===== config.mk =====
export PLATFORM = sky130hd
export DESIGN_NAME = matmul_out_serializer
export DESIGN_NICKNAME = d
export VERILOG_FILES = /design/src/rtl/linear_proj_pkg.sv /design/src/rtl/out_word_mux.sv /design/src/rtl/matmul_out_serializer.sv
export SDC_FILE = /design/constraint.sdc
export NUM_CORES = 1
export LEC_CHECK = 0
export ABC_AREA = 1
export CAP_MARGIN = 20
export CORE_MARGIN = 2
export CORE_UTILIZATION = 50
export DETAILED_ROUTE_END_ITERATION = 10
export GPL_ROUTABILITY_DRIVEN = 0
export MAX_ROUTING_LAYER = met4
export PLACE_DENSITY_LB_ADDON = 0.2
export SLEW_MARGIN = 20
export SYNTH_ARGS = -nofsm -noshare
export SYNTH_HDL_FRONTEND = slang
export SYNTH_SLANG_ARGS = --single-unit

===== constraint.sdc =====
create_clock -name clk -period 2.43 [get_ports clk]
set_input_delay 0.3645 -clock clk [delete_from_list [all_inputs] [get_ports clk]]
set_output_delay 0.3645 -clock clk [all_outputs]
set_load 0.02 [all_outputs]

===== src/rtl/linear_proj_pkg.sv =====
// ============================================================================
// Module  : linear_proj_pkg
// Brief   : Shared matmul geometry constants and serializer state type.
// Revision: 1.0 - initial release
// ============================================================================
`default_nettype none

package linear_proj_pkg;

    localparam int WIDTH_OUT   = 8;
    localparam int CHUNK_SIZE  = 2;
    localparam int NUM_CORES_A = 2;
    localparam int NUM_CORES_B = 1;

    typedef enum logic [0:0] {
        IDLE  = 1'b0,
        DRAIN = 1'b1
    } ser_state_t;

endpackage

`default_nettype wire


===== src/rtl/out_word_mux.sv =====
// ============================================================================
// Module  : out_word_mux
// Brief   : Combinational word selector; index i picks bits [i*WORD_W +: WORD_W].
// Revision: 1.0 - initial release
// ============================================================================
`default_nettype none

module out_word_mux #(
    parameter int WORD_W    = 32,
    parameter int NUM_WORDS = 8,
    parameter int IDX_W     = 3
) (
    input  logic [NUM_WORDS*WORD_W-1:0] i_din,
    input  logic [IDX_W-1:0]            i_idx,
    output logic [WORD_W-1:0]           o_word
);

    // Compare-based select keeps out-of-range indices at zero for non-power-of-2 counts.
    always_comb begin
        o_word = '0;
        for (int i = 0; i < NUM_WORDS; i++) begin
            if (i_idx == IDX_W'(i)) begin
                o_word = i_din[i*WORD_W +: WORD_W];
            end
        end
    end

endmodule

`default_nettype wire


===== src/rtl/matmul_out_serializer.sv =====
// ============================================================================
// Module  : matmul_out_serializer
// Brief   : Captures a matmul result bundle and drains it word by word into
//           an output BRAM port. Optional macro MATSER_STALL_CNT_EN adds a
//           saturating stall_cnt output.
// Revision: 1.0 - initial release
// ============================================================================
`default_nettype none

module matmul_out_serializer
    import linear_proj_pkg::*;
#(
    parameter  int TOTAL_INPUT_W = 2,
    parameter  int TOTAL_MODULES = 4,
    parameter  int NUM_BLOCKS    = 4,
    localparam int WORD_W        = WIDTH_OUT * CHUNK_SIZE * NUM_CORES_A,
    localparam int SLICES        = NUM_CORES_B * TOTAL_MODULES,
    localparam int WORDS         = TOTAL_INPUT_W * SLICES,
    localparam int LANE_W        = WORD_W * SLICES,
    localparam int ADDR_W        = (NUM_BLOCKS * WORDS > 1) ? $clog2(NUM_BLOCKS * WORDS) : 1
) (
    input  logic              clk,
    input  logic              rst_n,
    input  logic              en_module,
    input  logic              in_valid,
    output logic              in_ready,
    input  logic [LANE_W-1:0] in_data [TOTAL_INPUT_W],
    output logic              m_valid,
    input  logic              m_ready,
    output logic [WORD_W-1:0] m_data,
    output logic [ADDR_W-1:0] m_addr,
    output logic              done
`ifdef MATSER_STALL_CNT_EN
    ,
    output logic [31:0]       stall_cnt
`endif
);

    localparam int IDX_W  = (WORDS > 1) ? $clog2(WORDS) : 1;
    localparam int BLK_W  = (NUM_BLOCKS > 1) ? $clog2(NUM_BLOCKS) : 1;
    localparam int FLAT_W = TOTAL_INPUT_W * LANE_W;

    ser_state_t         r_state;
    logic               r_rdy;
    logic               r_m_valid;
    logic               r_done;
    logic [WORD_W-1:0]  r_m_data;
    logic [ADDR_W-1:0]  r_addr;
    logic [IDX_W-1:0]   r_idx;
    logic [BLK_W-1:0]   r_blk;
    logic [FLAT_W-1:0]  r_hold;

    logic [FLAT_W-1:0]  w_in_flat;
    logic [FLAT_W-1:0]  w_mux_src;
    logic [IDX_W-1:0]   w_mux_idx;
    logic [WORD_W-1:0]  w_next_word;
    logic               w_out_hs;
    logic               w_in_hs;
    logic               w_in_ready;
    logic               w_last_word;
    logic               w_last_blk;

    // Lane 0 occupies the LSBs, so word index = lane*SLICES + slice maps linearly.
    generate
        for (genvar l = 0; l < TOTAL_INPUT_W; l++) begin : g_flat
            assign w_in_flat[l*LANE_W +: LANE_W] = in_data[l];
        end
    endgenerate

    assign w_out_hs    = r_m_valid && m_ready;
    assign w_last_word = (r_idx == IDX_W'(WORDS - 1));
    assign w_last_blk  = (r_blk == BLK_W'(NUM_BLOCKS - 1));
    assign w_in_ready  = en_module && ((r_state == IDLE) ? r_rdy : (w_out_hs && w_last_word));
    assign w_in_hs     = in_valid && w_in_ready;

    // A fresh capture presents word 0 of the incoming bundle straight away.
    assign w_mux_src = w_in_hs ? w_in_flat : r_hold;
    assign w_mux_idx = w_in_hs ? '0 : r_idx + IDX_W'(1);

    out_word_mux #(
        .WORD_W    (WORD_W),
        .NUM_WORDS (WORDS),
        .IDX_W     (IDX_W)
    ) u_word_mux (
        .i_din  (w_mux_src),
        .i_idx  (w_mux_idx),
        .o_word (w_next_word)
    );

    always_ff @(posedge clk or negedge rst_n) begin
        if (!rst_n) begin
            r_state   <= IDLE;
            r_rdy     <= 1'b0;
            r_m_valid <= 1'b0;
            r_done    <= 1'b0;
            r_m_data  <= '0;
            r_addr    <= '0;
            r_idx     <= '0;
            r_blk     <= '0;
            r_hold    <= '0;
        end else if (!en_module) begin
            r_state   <= IDLE;
            r_rdy     <= 1'b0;
            r_m_valid <= 1'b0;
            r_done    <= 1'b0;
            r_addr    <= '0;
            r_idx     <= '0;
            r_blk     <= '0;
        end else begin
            r_done <= w_out_hs && w_last_word && w_last_blk;
            if (w_out_hs) begin
                r_addr <= (w_last_word && w_last_blk) ? '0 : r_addr + ADDR_W'(1);
            end
            if (w_out_hs && w_last_word) begin
                r_blk <= w_last_blk ? '0 : r_blk + BLK_W'(1);
            end
            if (w_in_hs) begin
                r_hold    <= w_in_flat;
                r_m_data  <= w_next_word;
                r_idx     <= '0;
                r_m_valid <= 1'b1;
                r_state   <= DRAIN;
                r_rdy     <= 1'b0;
            end else if (w_out_hs) begin
                if (w_last_word) begin
                    r_state   <= IDLE;
                    r_m_valid <= 1'b0;
                    r_rdy     <= 1'b1;
                end else begin
                    r_idx    <= r_idx + IDX_W'(1);
                    r_m_data <= w_next_word;
                end
            end else if (r_state == IDLE) begin
                r_rdy <= 1'b1;
            end
        end
    end

    assign in_ready = w_in_ready;
    assign m_valid  = r_m_valid;
    assign m_data   = r_m_data;
    assign m_addr   = r_addr;
    assign done     = r_done;

`ifdef MATSER_STALL_CNT_EN
    logic [31:0] r_stall_cnt;

    always_ff @(posedge clk or negedge rst_n) begin
        if (!rst_n) begin
            r_stall_cnt <= '0;
        end else if (!en_module) begin
            r_stall_cnt <= '0;
        end else if (r_m_valid && !m_ready && (r_stall_cnt != 32'hFFFF_FFFF)) begin
            r_stall_cnt <= r_stall_cnt + 32'd1;
        end
    end

    assign stall_cnt = r_stall_cnt;
`endif

endmodule

`default_nettype wire


After elaboration in Yosys (flattened, before gate mapping)
Index checks and enable logic that the tools add are counted.

word-level totals
  word-level logic and storage cells = 74
  register bits = 301

cells by class
  reductions and logical operators = 12
  $add $sub $neg = 3
  eq/ne operators = 17
  muxes and demuxes = 34

operators by type and width
  kind                                                                      count
  32-bit two-way mux                                                        11
  256-bit two-way mux                                                       1
  3-bit == test (second input constant)                                     5
  3-bit two-way mux                                                         5
  5-bit two-way mux                                                         3
  1-bit two-way mux                                                         11
  4-bit by 2-bit inequality test with 1-bit output (second input constant)  2
  3-bit by 2-bit == test with 1-bit output (second input constant)          2
  1-bit logical AND                                                         6
  2-bit two-way mux                                                         3
  3-bit by 1-bit inequality test with 1-bit output (second input constant)  2
  2-bit AND reduction                                                       3
  5-bit by 1-bit adder with 5-bit output (second input constant)            1
  2-bit by 1-bit inequality test with 1-bit output (second input constant)  2
  3-bit by 1-bit adder with 3-bit output (second input constant)            1
  3-bit by 1-bit == test with 1-bit output (second input constant)          1
  3-bit zero test                                                           1
  3-bit inequality test (second input constant)                             1
  3-bit AND reduction                                                       1
  2-bit by 1-bit adder with 2-bit output (second input constant)            1
  2-bit == test (second input constant)                                     1
  2-bit inequality test (second input constant)                             1
  2-bit nonzero test                                                        1

Depth between registers and ports, before layout
Gate-level depths: netlist of run 1.

  word-level depth = 18
  depth in mapped cells = 17
  gate-level depth less buffers = 15

Modules after synthesis
From an unflattened synthesis of run 1, not the netlist that was laid out.

second synthesis, totals
  cell total of the unflattened synthesis = 2029
  area, all modules = 15125.8 um^2

by module, submodules not included
  module                 area each (um^2)  instances  seq. area each (um^2)  cells an instance
  matmul_out_serializer  13000.0           1          7532.2                 1588
  out_word_mux           2125.8            1          0.0                    441

Worst setup path before layout of run 1
No wires, ideal clock.

  path type = register to register
  from = register r_idx[0]
  to = register r_m_data[16] (netlist: m_data[16])
  buffers on the path = 2
  stages on the path, launching flop included = 13
  arrival time = 2.082 ns
  setup slack = 0.231 ns
  library setup time = 0.117 ns
  clock period less this slack = 2.199 ns
  path through = dfrtp_1 ha_1 ha_1 nand3_2 nand2_4 nand3_4 buf_2 nand4_1 inv_2 clkbuf_1 a31oi_1 nand2_1 nand2_1

between the ends
  cells in the longest elaborated chain, start to end = 18

RTL lines
  element                          line                          source
  start: declaration               matmul_out_serializer.sv:49   logic [IDX_W-1:0] r_idx;
  start signal: assignment         matmul_out_serializer.sv:130  r_idx <= r_idx + IDX_W'(1);
  3-bit == test                    matmul_out_serializer.sv:71   assign w_last_word = (r_idx == IDX_W'(WORDS - 1));
  1-bit logical AND                matmul_out_serializer.sv:73   assign w_in_ready = en_module && ((r_state == IDLE) ? r_rdy : (w_out_hs && w_last_word));
  1-bit two-way mux                matmul_out_serializer.sv:73
  1-bit logical AND                matmul_out_serializer.sv:73
  1-bit logical AND                matmul_out_serializer.sv:74   assign w_in_hs = in_valid && w_in_ready;
  3-bit two-way mux                matmul_out_serializer.sv:78   assign w_mux_idx = w_in_hs ? '0 : r_idx + IDX_W'(1);
  3-bit zero test                  out_word_mux.sv:22            if (i_idx == IDX_W'(i)) begin
  32-bit two-way mux (8 in a row)  out_word_mux.sv:22
  32-bit two-way mux               matmul_out_serializer.sv:125  if (w_last_word) begin
  32-bit two-way mux               matmul_out_serializer.sv:124  end else if (w_out_hs) begin
  32-bit two-way mux               matmul_out_serializer.sv:117  if (w_in_hs) begin
  end signal: assignment           matmul_out_serializer.sv:119  r_m_data <= w_next_word;
  end signal: assignment           matmul_out_serializer.sv:131  r_m_data <= w_next_word;
  end: declaration                 matmul_out_serializer.sv:47   logic [WORD_W-1:0] r_m_data;

Several ways; a longest one is shown, not always the timed one. The select of a mux whose other input is x is not followed.
A chain may end at the register's enable or synchronous reset.

Final worst setup path of run 1
  from = register r_idx[1]
  to = register r_m_data[17] (netlist: m_data[17])

The elaborated chain is that of the path after synthesis.

==> metrics, run 1 <==
Iter 0 DRT Violations 1203; Crit Path Class register to register; Hold Fails Final Rpt 0; outcome finished with violations; Worst Path Max Fanout 10; commonest non-fill, non-tap cells in the layout 791 x nand2_1, 301 x dfrtp_1, 298 x clkdlybuf4s50_1; first-pass GRT wire length 70500 um; Startpoint Class register; die area 29700 um2; design area 20500 um2; slew margin rel. 68.6%; mean post-synth cell area 7.55 um2; first drt pass iteration count 5; htree depth 1; max incr delay on CP 0.43 ns; crit path DAT 2.95 ns; Worst Setup End Kind register; I/O pin cnt 301; final wirelength 47300 um; Synth Register Bits 301; Slew Limit Fails 0; sequential cell area fraction in the yosys report 53.2%; Clock Path Buffers 3; RSZ-0062 raised after global routing true; Core Region 27900 um2; Area growth syn-to-layout 44.8%; Initial Utilization 50.8%; drt via density 5.18; Worst VDD drop 621 uV; Avg WL per Cell 17.7 um; setup TNS -0.244 ns; Tmin final 2.49 ns; crit path max-delay cell type dfrtp_1; critical path required time 2.89 ns; clk sink count 301; dpl cells 2590; proportion of layout cells with a drive suffix above 1 16.9%; static leakage 10.4 nW; Max Cap Viol 0; Gate Count Post-Synth 1875; crit-path most repeated cell nand2_2; # DRC 0; Tcrit/Tclk final 103%; die width 172 um; Routed Antenna Nets 0; Ys Warns 0; CTS tree built; FP Rows 61; PwrDens 785 nW/um2; Finished Core Util 73.6%; Net count, final 2535; PortBufs 300; synth unique cells 29; vias in the first global route 13100; post-synth net total 2140; failing checks negative setup slack; critical-path cell list ha_4, ha_4, nand3_4, nand2_4, nand3_4, buf_12, inv_12, bufbuf_16, nand2_2, nand2_2, nand2_2, nand3_2, nor2_4, nand4_1, nand2_1, nand2_1; filler-free cell count of the finished design 2677; worst slew pin tran 0.471 ns; Setup WS pre-CTS -0.240 ns; Fmax achieved 0.401 GHz; DR vias 13900; crit path buf inv count 3; setup violators final 10; synthesized area 14200 um2; final clock skew 0.0198 ns; DP HPWL 32300 um; Reg clk slew, reported paths 0.06 ns; largest net degree at the start of global routing 66; Top delay family on crit path simple AND/OR/NAND/NOR gates; grt total ovfl 0; initial antenna violation count 4; Worst-Skew Late Latency 0.57 ns; Tot GR Track Use 31.8%; Vert. Die Dim 172 um; commonest non-fill, non-tap cell in the layout nand2_1; Worst Hold Class input pin to asynchronous set/reset pin; PnR worst setup slack -0.0626 ns; Cell Area, Placed 18500 um2; Root Buffer clkbuf_16; clock buffer count from CTS 31
[sequential cells by signal, indices dropped and copies added (netlist names)]
signal,cells
done,1
m_addr,5
m_data,32
m_valid,1
r_blk,2
r_hold,256
r_idx,3
r_rdy,1
[per-stage QoR]
stage	total power, mW	hold WS [ns]
after global placement	10.8	0.315
after detailed placement	10.9	0.318
final	16.1	0.321
after floorplan	8.77	0.0689
after global routing	16.9	0.360
after CTS	15.8	0.328
[cell type report]
cell class	count	area [um2]
diodes	4	10.0
clock buffers	45	928
clock inverters	13	96.3
fillers	2026	7360
inverters	193	744
multi-input cells	1279	5950
flip-flops and latches	301	7530
well taps	378	473
repair buffers	464	4760
[routing by layer]
metal / global-route usage [%] / vias to the layer above / part of all wire (%)
li1: - / 6532 / -
met1: 45.0 / 6575 / 43
met2: 48.3 / 673 / 46
met3: 4.74 / 95 / 8.6
met4: 8.73 / 0 / 3.0
met5: - / - / 0
[worst reg2reg max path: stages, from the launching register on]
cell	delay, ns
dfrtp_1	0.43
ha_4	0.19
ha_4	0.17
nand3_4	0.09
nand2_4	0.07
nand3_4	0.13
buf_12	0.17
inv_12	0.07
bufbuf_16	0.28
nand2_2	0.07
nand2_2	0.08
nand2_2	0.09
nand3_2	0.09
nor2_4	0.13
nand4_1	0.17
nand2_1	0.11
nand2_1	0.06
[cells by family (layout without fill, tap and decap cells)]
family,Yosys count,in the layout,synth area share (%)
AND/OR/NAND/NOR,1147,1147,32.8
flip-flops,301,301,53.2
buffers and inverters,295,715,8.71
AO/OA/AOI/OAI,125,125,4.78
adder cells (fa/ha/maj),4,4,0.353
XOR/XNOR,3,3,0.186
other,0,4,0
[path summary, 6_finish.rpt]
path	start	to	slack, ns	cells past startpoint
min reg2reg	r_hold[233]	r_hold[233]	0.47	2
min	rst_n	r_hold[104]	0.32	2
max	r_idx[1]	m_data[17]	-0.06	16
max in group asynchronous	rst_n	r_hold[6]	1.35	3
min in group clk	in_data[105]	r_hold[233]	0.35	3
max reg2reg	r_idx[1]	m_data[17]	-0.06	16
[Yosys cell counts (all sizes together)]
master | n | area, um2
nor3 | 1 | 5.00
ha | 4 | 50.1
a31oi | 32 | 200
buf | 63 | 363
a21oi | 5 | 25.0
or2 | 34 | 213
o21ai | 87 | 439
clkbuf | 39 | 146
nand2 | 860 | 3240
nor4 | 1 | 12.5
nand4 | 54 | 344
o31ai | 1 | 12.5
xor2 | 2 | 17.5
xnor2 | 1 | 8.76
inv | 193 | 724
nand3 | 61 | 323
dfrtp | 301 | 7530
nor2 | 136 | 510
[power by group]
| part | switching (mW) | leakage, nW | internal, mW | total, mW |
|---|---|---|---|---|
| Clock | 2.01 | 0.517 | 2.74 | 4.75 |
| Combinational | 2.59 | 6.28 | 2.08 | 4.67 |
| Sequential | 0.476 | 3.62 | 6.19 | 6.67 |
| Total | 5.08 | 10.4 | 11.0 | 16.1 |
[repair_timing]
item	4_1_cts	5_1_grt
endpoints found under the hold margin	46	0
cloned	3	4
gates resized for setup	37	153
setup endpoints to repair	32	34
pin swaps	13	58
setup buffers	10	7
hold buffers	1	0
(Power assumes the default switching activity.)
==> inputs of run 2 (changes only) <==
CORE_UTILIZATION = 30   (was 50)
==> run 2 against run 1 <==
Net effect: the flow still finishes with violations (negative setup slack); final cell count increased by 10%; sequential share of layout area decreased by 1.7 points; non-clock buffer count increased by 39; count of clock-buffer cells in the layout increased by 11; global-route usage decreased by 9.6 points; die area increased by 65%; sequential power decreased by 0.6%; largest cell class unchanged.
==> metrics, run 2 (synthesis results as in run 1) <==
largest net degree at the start of global routing 78 (was 66); clock buffer count from CTS 36 (was 31); Area growth syn-to-layout 51.8% (was 44.8%); Fmax achieved 0.397 GHz (was 0.401 GHz); max incr delay on CP 0.37 ns (was 0.43 ns); Setup WS pre-CTS -0.380 ns (was -0.240 ns); # DRC 0 (unchanged); first drt pass iteration count 5 (unchanged); setup TNS -0.365 ns (was -0.244 ns); crit-path most repeated cell buf_12 (was nand2_2); static leakage 10.8 nW (was 10.4 nW); Worst Hold End r_hold[230]; htree depth 2 (was 1); Hold Fails Final Rpt 0 (unchanged); Routed Antenna Nets 0 (unchanged); Core Region 46600 um2 (was 27900 um2); dpl cells 2827 (was 2590); drt via density 4.64 (was 5.18); setup violators final 13 (was 10); failing checks negative setup slack (unchanged); Startpoint Class register (unchanged); first-pass GRT wire length 81800 um (was 70500 um); DP HPWL 37000 um (was 32300 um); crit path buf inv count 6 (was 3); Max Cap Viol 0 (unchanged); critical path required time 2.85 ns (was 2.89 ns); Vert. Die Dim 221 um (was 172 um); Worst Hold Class input pin to register (was input pin to asynchronous set/reset pin); Worst Hold Launch in_data[102]; Reg clk slew, reported paths 0.06 ns (about the same); FP Rows 79 (was 61); Reg2Reg Depth 17 (was 16); Met1 Wirelength 25600 um (was 20300 um); hold-critical path depth 3; Routed met3 length 3260 um (was 4050 um); RSZ-0062 raised after global routing true (unchanged); grt total ovfl 0 (unchanged); Iter 0 DRT Violations 1006 (was 1203); Tmin final 2.52 ns (was 2.49 ns); final wirelength 54000 um (was 47300 um); met2 routed WL 24000 um (was 21500 um); initial antenna violation count 7 (was 4); Worst VDD drop 431 uV (was 621 uV); PwrDens 788 nW/um2 (was 785 nW/um2); critical-path cell list ha_2, ha_4, nand3_4, nand2_4, nand3_4, buf_12, buf_8, buf_16, nand4_1, buf_6, buf_12, buf_12, nor2_1, nor2_1, nand4_1, nand2_1, nand2_1 (was ha_4, ha_4, nand3_4, nand2_4, nand3_4, buf_12, inv_12, bufbuf_16, nand2_2, nand2_2, nand2_2, nand3_2, nor2_4, nand4_1, nand2_1, nand2_1); vias in the first global route 13500 (was 13100); Worst-Skew Late Latency 0.53 ns (was 0.57 ns); PnR worst setup slack -0.0884 ns (was -0.0626 ns); Top delay family on crit path simple AND/OR/NAND/NOR gates (unchanged); crit path max-delay cell type dfrtp_1 (unchanged); clk sink count 301 (unchanged); Worst Path Max Fanout 7 (was 10); max FFs per register 256 (unchanged); Reg2Reg Capture Point m_data[2] (was m_data[17]); Net count, final 2579 (was 2535); Worst Setup End Kind register (unchanged); FF-to-FF setup slack -0.09 ns (was -0.06 ns); I/O pin cnt 301 (unchanged); Clock Path Buffers 3 (unchanged); DR vias 13700 (was 13900); outcome finished with violations (unchanged); Crit Reg-Reg Startpoint r_idx[1] (unchanged); Tot GR Track Use 22.1% (was 31.8%); final clock skew 0.0173 ns (was 0.0198 ns); Biggest register r_hold (unchanged); commonest non-fill, non-tap cells in the layout 808 x nand2_1, 301 x dfrtp_1, 297 x clkdlybuf4s50_1 (was 791 x nand2_1, 301 x dfrtp_1, 298 x clkdlybuf4s50_1); Root Buffer clkbuf_16 (unchanged); proportion of layout cells with a drive suffix above 1 18.2% (was 16.9%); crit path DAT 2.94 ns (was 2.95 ns); PortBufs 300 (unchanged); Slew Limit Fails 0 (unchanged); filler-free cell count of the finished design 2954 (was 2677); Avg WL per Cell 18.3 um (was 17.7 um); Crit Path Class register to register (unchanged); slew margin rel. 51.8% (was 68.6%); CTS tree built (unchanged); die area 49000 um2 (was 29700 um2); die width 221 um (was 172 um); worst slew pin tran 0.723 ns (was 0.471 ns); commonest non-fill, non-tap cell in the layout nand2_1 (unchanged); Initial Utilization 30.4% (was 50.8%); top sig layer met4 (unchanged); Tcrit/Tclk final 104% (was 103%)
-- run 2: worst max-delay path by stage --
stage / from / cells after the start / endpoint / slack, ns
2_1_floorplan: r_idx[0] / 12 / m_data[16] / 0.23
3_3_place_gp: in_valid / 12 / m_data[26] / -0.38
3_5_place_dp: m_ready / 14 / m_data[18] / -0.38
4_1_cts: r_idx[1] / 17 / m_data[4] / -0.05
5_1_grt: r_idx[1] / 17 / m_data[4] / -0.21
6_report: r_idx[1] / 17 / m_data[2] / -0.09
-- run 2: layout make-up --
cell class	count	area [um2]
diodes	8	20.0
clock buffers	56	1120
clock inverters	7	67.6
fillers	4583	25100
inverters	193	744
multi-input cells	1279	5940
flip-flops and latches	301	7530
well taps	607	759
repair buffers	503	5310
-- run 2: worst min-delay path: stages --
cell and delay, ns:
clkdlybuf4s50_1 0.39, nand2_1 0.08, nand2_1 0.05
-- run 2: power breakdown --
| part | switching, mW | leakage (nW) | internal [mW] |
|---|---|---|---|
| Combinational | 2.67 | 6.59 | 2.21 |
| Clock | 2.16 | 0.589 | 3.26 |
| Sequential | 0.438 | 3.62 | 6.19 |
| Total | 5.26 | 10.8 | 11.7 |
-- run 2: timing repair --
| action | in CTS | in global routing |
|---|---|---|
| hold endpoints to repair | 65 | 0 |
| hold buffers | 1 | 0 |
| cloned | 5 | 7 |
| buffers inserted | 36 | 11 |
| pin swaps | 36 | 72 |
| resized for setup | 90 | 131 |
| setup endpoints to repair | 36 | 34 |
-- run 2: metal layers --
metal  vias to the layer above  track usage, %
met5                         -               -
met4                         0            5.11
met3                        61            3.78
met2                       399            32.3
met1                      6615            31.9
li1                       6646               -
-- run 2: through the flow --
stage / util [%] / power [mW] / area (um2) / hold slack, ns
after floorplan: - / 8.77 / 14200 / 0.0689
after global placement: 40.5 / 11.0 / 18900 / 0.420
after detailed placement: 40.5 / 11.1 / 18900 / 0.425
after CTS: 44.7 / 16.8 / 20800 / 0.381
after global routing: 46.2 / 17.9 / 21500 / 0.404
final: 46.2 / 16.9 / 21500 / 0.398
